File: src/rtl/hd_memory_write_ctrl_pkg.sv
`default_nettype none
// ============================================================================
// Module      : pkg_hd_memory
// Description : Shared types for the HD-Memory write path. These are the
//               write mode enum and the write-controller state enum.
// Revision    : 1.0 - initial release
// ============================================================================
package pkg_hd_memory;

    // Kind of memory write: a single word, or a full hypervector row.
    typedef enum logic [0:0] {
        WordMode = 1'b0,
        RowMode  = 1'b1
    } write_mode_t;

    // Write controller sequencing states.
    typedef enum logic [1:0] {
        IDLE       = 2'd0,
        ROW_WR     = 2'd1,
        WORD_BURST = 2'd2,
        HOST_WR    = 2'd3
    } hd_mem_ctrl_state_t;

endpackage
`default_nettype wire

File: src/rtl/hd_mem_rr_arbiter.sv
`default_nettype none
// ============================================================================
// Module      : hd_mem_rr_arbiter
// Description : Two-input round-robin arbiter (encoder row / host word).
//               A sole requester is granted. On a tie, the requester not
//               served last is granted. Grants appear only while enabled.
// Revision    : 1.0 - initial release
// ============================================================================
module hd_mem_rr_arbiter (
    input  logic clk,
    input  logic rst,
    input  logic i_enable,
    input  logic i_req_row,
    input  logic i_req_host,
    output logic o_gnt_row,
    output logic o_gnt_host
);

    // High when the host was the last requester served.
    logic r_last_host;

    assign o_gnt_row  = i_enable & i_req_row  & (~i_req_host | r_last_host);
    assign o_gnt_host = i_enable & i_req_host & (~i_req_row  | ~r_last_host);

    // Remember who was served last. Reset favours the encoder on the first tie.
    always_ff @(posedge clk) begin
        if (rst) begin
            r_last_host <= 1'b1;
        end else if (o_gnt_row) begin
            r_last_host <= 1'b0;
        end else if (o_gnt_host) begin
            r_last_host <= 1'b1;
        end
    end

endmodule
`default_nettype wire

File: src/rtl/hd_memory_write_ctrl.sv
`default_nettype none
// ============================================================================
// Module      : hd_memory_write_ctrl
// Description : Write sequencer and arbiter for the HD-Memory write port.
//               Encoder rows are written either as one row-wide write or as
//               a burst of word writes. Host words are written singly. All
//               memory-side outputs are registered.
// Revision    : 1.0 - initial release
// ============================================================================
module hd_memory_write_ctrl
    import pkg_hd_memory::*;
#(
    parameter  int DIMENSION  = 512,
    parameter  int WORD_WIDTH = 32,
    parameter  int NUM_ROWS   = 16,
    localparam int RA         = $clog2(NUM_ROWS),
    localparam int NUM_WORDS  = DIMENSION / WORD_WIDTH,
    localparam int WA         = $clog2(NUM_WORDS)
) (
    input  logic                  clk_i,
    input  logic                  rst_i,
    input  write_mode_t           cfg_mode_i,
    input  logic                  row_valid_i,
    output logic                  row_ready_o,
    input  logic [RA-1:0]         row_addr_i,
    input  logic [DIMENSION-1:0]  row_data_i,
    input  logic                  host_valid_i,
    output logic                  host_ready_o,
    input  logic [RA-1:0]         host_row_i,
    input  logic [WA-1:0]         host_word_i,
    input  logic [WORD_WIDTH-1:0] host_data_i,
    output logic                  mem_we_o,
    output write_mode_t           mem_mode_o,
    output logic [RA-1:0]         mem_row_o,
    output logic [WA-1:0]         mem_word_o,
    output logic [DIMENSION-1:0]  mem_wdata_o,
    output logic                  busy_o,
    output logic                  row_done_o
);

    localparam int          c_PAD       = DIMENSION - WORD_WIDTH;
    localparam logic [WA-1:0] c_LAST_WORD = WA'(NUM_WORDS - 1);

    hd_mem_ctrl_state_t     r_state;
    logic [DIMENSION-1:0]   r_row_data;
    logic [WA-1:0]          r_word_cnt;

    logic                   w_idle;
    logic                   w_gnt_row;
    logic                   w_gnt_host;
    logic [WA-1:0]          w_next_word;
    logic [WORD_WIDTH-1:0]  w_burst_word;

    assign w_idle       = (r_state == IDLE);
    assign w_next_word  = r_word_cnt + WA'(1);
    assign w_burst_word = r_row_data[int'(w_next_word) * WORD_WIDTH +: WORD_WIDTH];

    assign row_ready_o  = w_gnt_row;
    assign host_ready_o = w_gnt_host;
    assign busy_o       = ~w_idle;

    hd_mem_rr_arbiter u_arb (
        .clk        (clk_i),
        .rst        (rst_i),
        .i_enable   (w_idle),
        .i_req_row  (row_valid_i),
        .i_req_host (host_valid_i),
        .o_gnt_row  (w_gnt_row),
        .o_gnt_host (w_gnt_host)
    );

    // Sequencer: the accept edge already loads the first write, so mem_we_o
    // rises in the cycle right after the handshake.
    always_ff @(posedge clk_i) begin
        if (rst_i) begin
            r_state     <= IDLE;
            r_row_data  <= '0;
            r_word_cnt  <= '0;
            mem_we_o    <= 1'b0;
            mem_mode_o  <= WordMode;
            mem_row_o   <= '0;
            mem_word_o  <= '0;
            mem_wdata_o <= '0;
            row_done_o  <= 1'b0;
        end else begin
            case (r_state)
                IDLE: begin
                    mem_we_o   <= 1'b0;
                    row_done_o <= 1'b0;
                    if (w_gnt_row) begin
                        r_row_data <= row_data_i;
                        r_word_cnt <= '0;
                        mem_we_o   <= 1'b1;
                        mem_row_o  <= row_addr_i;
                        mem_word_o <= '0;
                        if (cfg_mode_i == RowMode) begin
                            r_state     <= ROW_WR;
                            mem_mode_o  <= RowMode;
                            mem_wdata_o <= row_data_i;
                            row_done_o  <= 1'b1;
                        end else begin
                            r_state     <= WORD_BURST;
                            mem_mode_o  <= WordMode;
                            mem_wdata_o <= {{c_PAD{1'b0}}, row_data_i[WORD_WIDTH-1:0]};
                        end
                    end else if (w_gnt_host) begin
                        r_state     <= HOST_WR;
                        mem_we_o    <= 1'b1;
                        mem_mode_o  <= WordMode;
                        mem_row_o   <= host_row_i;
                        mem_word_o  <= host_word_i;
                        mem_wdata_o <= {{c_PAD{1'b0}}, host_data_i};
                    end
                end
                ROW_WR, HOST_WR: begin
                    r_state    <= IDLE;
                    mem_we_o   <= 1'b0;
                    row_done_o <= 1'b0;
                end
                WORD_BURST: begin
                    if (r_word_cnt == c_LAST_WORD) begin
                        r_state    <= IDLE;
                        mem_we_o   <= 1'b0;
                        row_done_o <= 1'b0;
                    end else begin
                        r_word_cnt  <= w_next_word;
                        mem_word_o  <= w_next_word;
                        mem_wdata_o <= {{c_PAD{1'b0}}, w_burst_word};
                        row_done_o  <= (w_next_word == c_LAST_WORD);
                    end
                end
                default: begin
                    r_state    <= IDLE;
                    mem_we_o   <= 1'b0;
                    row_done_o <= 1'b0;
                end
            endcase
        end
    end

endmodule
`default_nettype wire

File: config.mk
export PLATFORM = sky130hd
export DESIGN_NAME = hd_memory_write_ctrl
export DESIGN_NICKNAME = d
export VERILOG_FILES = /design/src/rtl/hd_memory_write_ctrl_pkg.sv /design/src/rtl/hd_mem_rr_arbiter.sv /design/src/rtl/hd_memory_write_ctrl.sv
export SDC_FILE = /design/constraint.sdc
export NUM_CORES = 2
export LEC_CHECK = 0
export ABC_CLOCK_PERIOD_IN_PS = 2700
export CAP_MARGIN = 10
export CORE_AREA = 2 2 422 424
export CTS_CLUSTER_SIZE = 14
export DETAILED_ROUTE_END_ITERATION = 8
export DIE_AREA = 0 0 424 426
export HOLD_SLACK_MARGIN = 0.1
export PLACE_DENSITY = 0.47
export SLEW_MARGIN = 20
export SYNTH_ARGS = -nofsm -noshare
export SYNTH_HDL_FRONTEND = slang
export SYNTH_SLANG_ARGS = --single-unit
File: constraint.sdc
create_clock -name clk_i -period 2.7 [get_ports clk_i]
set_input_delay 0.27 -clock clk_i [delete_from_list [all_inputs] [get_ports clk_i]]
set_output_delay 0.27 -clock clk_i [all_outputs]
set_load 0.01 [all_outputs]
# Word level (Yosys, flattened, before mapping)
# Index checks and enable logic that the tools add are counted.
# Widths: inputs -> output; s select.
dict set report totals {
  reg_bits 1042
  out_inout_bits 526
  elab_cells 70
}
dict set report classes {
  add_sub_neg 1
  eq_ne 9
  n_shift 1
  muxes 30
  bitwise 10
  n_reduce_logical 9
}
# op n
set op_table {}
lappend op_table {{$mux 512} 4}
lappend op_table {{$pmux 512 s2} 1}
lappend op_table {{$shiftx 512x10->32} 1}
lappend op_table {{$mux 4} 6}
lappend op_table {{$pmux 4 s2} 2}
lappend op_table {{$mux 1} 10}
lappend op_table {{$eq 4x4->1 const B} 2}
lappend op_table {{$mux 2} 4}
lappend op_table {{$ne 2x2->1 const B} 3}
lappend op_table {{$pmux 1 s3} 2}
lappend op_table {{$pmux 2 s3} 1}
lappend op_table {{$reduce_and 2->1} 3}
lappend op_table {{$reduce_and 3->1} 2}
lappend op_table {{$add 4x1->4 const B} 1}
lappend op_table {{$and 1x1->1} 4}
lappend op_table {{$eq 2x2->1 const B} 2}
lappend op_table {{$not 1->1} 4}
lappend op_table {{$reduce_bool 2->1} 2}
lappend op_table {{$ne 3x3->1 const B} 1}
lappend op_table {{$eq 2x1->1 const B} 1}
lappend op_table {{$logic_not 2->1} 1}
lappend op_table {{$or 1x1->1} 2}
lappend op_table {{$reduce_or 2->1} 1}

# Depth between registers and ports, before layout
dict set report depth {
  ltp_word 6
  mapped_depth 11
  depth_no_buf 6
}

# Modules after synthesis
# Synthesis repeated with hierarchy kept, for this count alone.
dict set report hier_totals {
  cells_unflattened 4334
  area_unflattened_um2 39440.3
}
# module instances cells_each area_per_inst_um2
set modules_own_cells {}
lappend modules_own_cells {hd_memory_write_ctrl 1 4326 39381.5}
lappend modules_own_cells {hd_mem_rr_arbiter 1 8 58.8}

# Least setup slack after synthesis
# OpenSTA, ideal clock, no wires.
dict set report synth_timing {
  kind {reg-to-reg}
  start {register r_word_cnt[0]}
  end {register mem_wdata_o[7]}
  setup_time_ns 0.116
  arrival_ns 2.410
  path_slack_ns 0.174
  stages_incl_launch_ff 12
  path_buffers 5
  synth_period_minus_slack_ns 2.526
  path_cell_list {dfxtp_1 > buf_2 > buf_6 > buf_4 > inv_1 > ha_1 > buf_2 > buf_1 > mux4_2 > nand2_1 > nand3_1 > a41o_1}
}
dict set report synth_between {
  elab_chain_cells 4
  elab_cells_between_ends 7
  classes_between {1 x add/sub; 2 x eq/ne; 1 x shift; 2 x mux; 1 x reduce/logical}
}
# element line
set synth_rtl {}
lappend synth_rtl {{start: declaration} hd_memory_write_ctrl.sv:46} ;# logic [WA-1:0] r_word_cnt;
lappend synth_rtl {{start signal: assignment} hd_memory_write_ctrl.sv:126} ;# r_word_cnt <= w_next_word;
lappend synth_rtl {{$add 4x1->4} hd_memory_write_ctrl.sv:55} ;# assign w_next_word = r_word_cnt + WA'(1);
lappend synth_rtl {{$shiftx 512x10->32} hd_memory_write_ctrl.sv:56} ;# assign w_burst_word = r_row_data[int'(w_next_word) * WORD_WIDTH +: WORD_WIDTH];
lappend synth_rtl {{$mux 512} hd_memory_write_ctrl.sv:121} ;# if (r_word_cnt == c_LAST_WORD) begin
lappend synth_rtl {{$pmux 512 s2} hd_memory_write_ctrl.sv:86} ;# case (r_state)
lappend synth_rtl {{end signal: assignment} hd_memory_write_ctrl.sv:99} ;# mem_wdata_o <= row_data_i;
lappend synth_rtl {{end signal: assignment} hd_memory_write_ctrl.sv:104} ;# mem_wdata_o <= {{c_PAD{1'b0}}, row_data_i[WORD_WIDTH-1:0]};
lappend synth_rtl {{end signal: assignment} hd_memory_write_ctrl.sv:128} ;# mem_wdata_o <= {{c_PAD{1'b0}}, w_burst_word};
lappend synth_rtl {{end: declaration} hd_memory_write_ctrl.sv:36} ;# output logic [DIMENSION-1:0] mem_wdata_o,
# Parallel ways exist; a longest one is shown, timed or not. The select of a mux whose other input is x is not followed.
# A chain may end at the register's enable or synchronous reset.

# Final worst setup path
dict set report layout_timing {
  start {register u_arb.r_last_host}
  end {output row_ready_o}
}
dict set report layout_between {
  elab_chain_cells 2
}
# element line
set layout_rtl {}
lappend layout_rtl {{start: declaration} hd_mem_rr_arbiter.sv:20} ;# logic r_last_host;
lappend layout_rtl {{start signal: assignment} hd_mem_rr_arbiter.sv:28} ;# r_last_host <= 1'b1;
lappend layout_rtl {{start signal: assignment} hd_mem_rr_arbiter.sv:30} ;# r_last_host <= 1'b0;
lappend layout_rtl {{start signal: assignment} hd_mem_rr_arbiter.sv:32} ;# r_last_host <= 1'b1;
lappend layout_rtl {{$or 1x1->1} hd_mem_rr_arbiter.sv:22} ;# assign o_gnt_row = i_enable & i_req_row & (~i_req_host | r_last_host);
lappend layout_rtl {{$and 1x1->1} hd_mem_rr_arbiter.sv:22}
lappend layout_rtl {{end: declaration} hd_memory_write_ctrl.sv:24} ;# output logic row_ready_o,
# Every way passes these cells.

==> reports/qor.txt <==
Antenna viol nets, final: 0
Synth area leaders: dfxtp_1, nand2_1, mux4_2
Global-route wire length before repair: 305.3 mm
CP arrival: 2240 ps
Syn avg cell area: 9.012 µm²
First-pass DRT Iterations: 6
Worst path cell trace: nand2b_2 > nand3_4 > inv_8 > buf_12 > dlygate4sd2_1
Yosys cell types: 41
Worst-path clk slew: 60 ps
Fraction of layout cells with a size suffix above 1: 10.50%
CORE AREA: 175700 µm²
Placed cell count: 7632
DRC viols: 0
CTS buffer count: 130
Starting DRC count in detailed routing: 3633
Max Slew Vio Count: 0
Mapped Cells: 4468
Final setup TNS: 0 ps
Ys Warns: 0
Cell taking the most area after synthesis: dfxtp_1
CP peak stage delay: 380 ps
Die Y: 426 µm
Fmax: 397.7 MHz
Total area of multi-input combinational cells: 17440 µm²
Slew margin rel.: 49.76%
Critical path startpoint category: flop
NumNets Final: 6173
Number of global-route vias before repair: 37.06k
CP Launch Point: u_arb.r_last_host
Slowest cell on crit path: dfxtp_1
Clk Latency, worst-skew pair: 780 ps
RSZ-0062 raised after global routing: false
Setup Viol. Count Final: 0
Flops & latches, synth: 1042
FF-to-FF End: mem_wdata_o[18]
Via count: 39.24k
CTS H-tree lvls: 4
CTS tree: done
Area delta synth->final: 49.67%
Reg2Reg Setup Slack: 190 ps
Final wirelength: 227.6 mm
EDFF count, synth: 0
# IOs: 1087
Initial Util: 22.91%
Max-Cap Viols: 0
Post-synth top area share: 51.81%
Gr ovfl total: 0
Worst Skew: 25.13 ps
Initial antenna violation count: 63
Synth Flop Type: dfxtp_1
Port buffer count: 1086
Final Hold Viols: 0
Worst-Margin Slew: 753.6 ps
CP required: 2430 ps
WL/cell: 28.15 µm
Post-synthesis sequential area ratio: 51.81%
Pin count of the biggest net entering global routing: 129
Routed vias/inst: 4.853
CTS sink count: 1042
Routability Congestion: 0.9302
Synth async-reset ratio: 0%
Leakage power: 21.43 nW
Clock Path Buffers: 3
Pwr/cell area: 739.4 nW/µm²
End point of the critical path: row_ready_o
VDD IR-drop max: 484.0 µV
R2R cell count: 8
Die width: 424 µm
CTS root buffer: clkbuf_16
Synthesized cell area: 40260 µm²
Fin cells: 8085
Hpwl dp: 177.0 mm
Seq. cell area: 20860 µm²
Die ar.: 180600 µm²
Period minus WS final: 2515 ps
GRT Util Overall: 24.03%
Hold Crit Class: in -> reg
Post-Syn Nets: 5031
Fin crit share: 93.14%
WS Path Type: reg -> out
Crit-path max FO: 19
Layout fillers: 18.27k
Cell Rows: 154
Status: completed
Worst R2R Start: r_word_cnt[0]
Fin util: 34.29%
CP Capture Type: output port
-- worst min-delay path by stage --
| stage | startpoint | endpoint | slack, ps | depth (start not counted) |
|---|---|---|---|---|
| CTS | row_data_i[471] | r_row_data[471] | 100 | 3 |
| finish | row_data_i[127] | mem_wdata_o[127] | 170 | 3 |
| global route | row_data_i[180] | r_row_data[180] | 120 | 3 |
| detailed placement | r_row_data[108] | r_row_data[108] | 440 | 2 |
| floorplan | row_data_i[259] | mem_wdata_o[259] | 410 | 2 |
| global placement | r_row_data[351] | r_row_data[351] | 440 | 2 |
-- where the power goes --
part | switching, mW | leakage [nW] | total (mW) | internal, mW
clock | 7.34 | 2.16 | 18.3 | 11.0
sequential | 0.738 | 8.50 | 17.2 | 16.5
combinational | 5.34 | 10.8 | 9.03 | 3.69
total | 13.4 | 21.4 | 44.6 | 31.1
-- cell usage after synthesis, drive strengths merged, types with 5 or more instances --
master,count
a21oi,521
a22oi,481
a311oi,8
a41o,30
buf,218
clkbuf,186
dfxtp,1042
mux4,128
nand2,1189
nand3,93
nor2,502
nor3b,30
o21ai,5
-- cell families (layout without fill, tap and decap cells) --
group	Yosys count	after routing	synth area share [%]
compound gates	1054	1054	18.00
fa+ha+maj	2	2	0.06214
xor+xnor	3	3	0.06527
mux	132	132	7.259
buf+inv	407	1646	5.056
simple gates	1828	1828	17.75
flops	1042	1042	51.81
other cells	0	38	0
-- repair_timing --
item / CTS / global route
hold buffers: 186 / 0
hold endpoints to repair: 237 / 0
buffers inserted: 0 / 0
endpoints found under the setup margin: 1 / 0
gates resized for setup: 2 / 0
-- registers in the layout (all words and copies together) (netlist names), 2 cells and up --
| signal | cells |
|---|---|
| r_row_data | 512 |
| r_word_cnt | 4 |
| mem_wdata_o | 512 |
| r_state | 2 |
| mem_row_o | 4 |
| mem_word_o | 4 |
-- metrics by stage --
step | cell area (µm²) | power, mW | hold WS, ps | worst slack, ps
final | 60260 | 44.56 | 167.7 | 185.3
after global routing | 60210 | 46.23 | 119.0 | 52.23
after CTS | 60170 | 45.02 | 100.1 | 74.35
after detailed placement | 53900 | 26.33 | 443.9 | 92.30
after global placement | 53900 | 26.28 | 439.3 | 143.0
after floorplan | 40260 | 21.59 | 405.3 | 174.0
-- per-layer routing --
metal,GRT usage (%),up-vias,share of wire (%)
met1,31.02,19680,43
met2,39.44,1502,48
li1,-,17750,-
met5,0,-,0.056
met4,9.401,20,3.4
met3,4.618,291,5.8
-- cell usage in the layout, fill, tap and decap left out, drive strengths merged, types with 13 or more instances in the layout --
cell	instances
a21oi	521
a22oi	481
a41o	30
buf	143
bufinv	13
clkbuf	186
clkdlybuf4s50	1084
clkinv	20
dfxtp	1042
diode	38
dlygate4sd3	186
mux4	128
nand2	1189
nand3	93
nor2	502
nor3b	30
-- final cells by class --
| class | instances | share of cell area, % |
|---|---|---|
| Multi-Input combinational cell | 3019 | 28.94 |
| Timing Repair Buffer | 1414 | 24.09 |
| Clock buffer | 186 | 6.231 |
| Antenna cell | 38 | 0.1578 |
| Sequential cell | 1042 | 34.62 |
| Tap cell | 2340 | 4.858 |
| Clock inverter | 43 | 1.078 |
| Inverter | 3 | 0.03114 |
-- worst max-delay path, delay by kind of cell, from the launching register on --
family	cells	cell delay, ps
buffers and inverters	3	720
DFF	1	380
and+or+nand+nor	2	340
(Power assumes the default switching activity.)
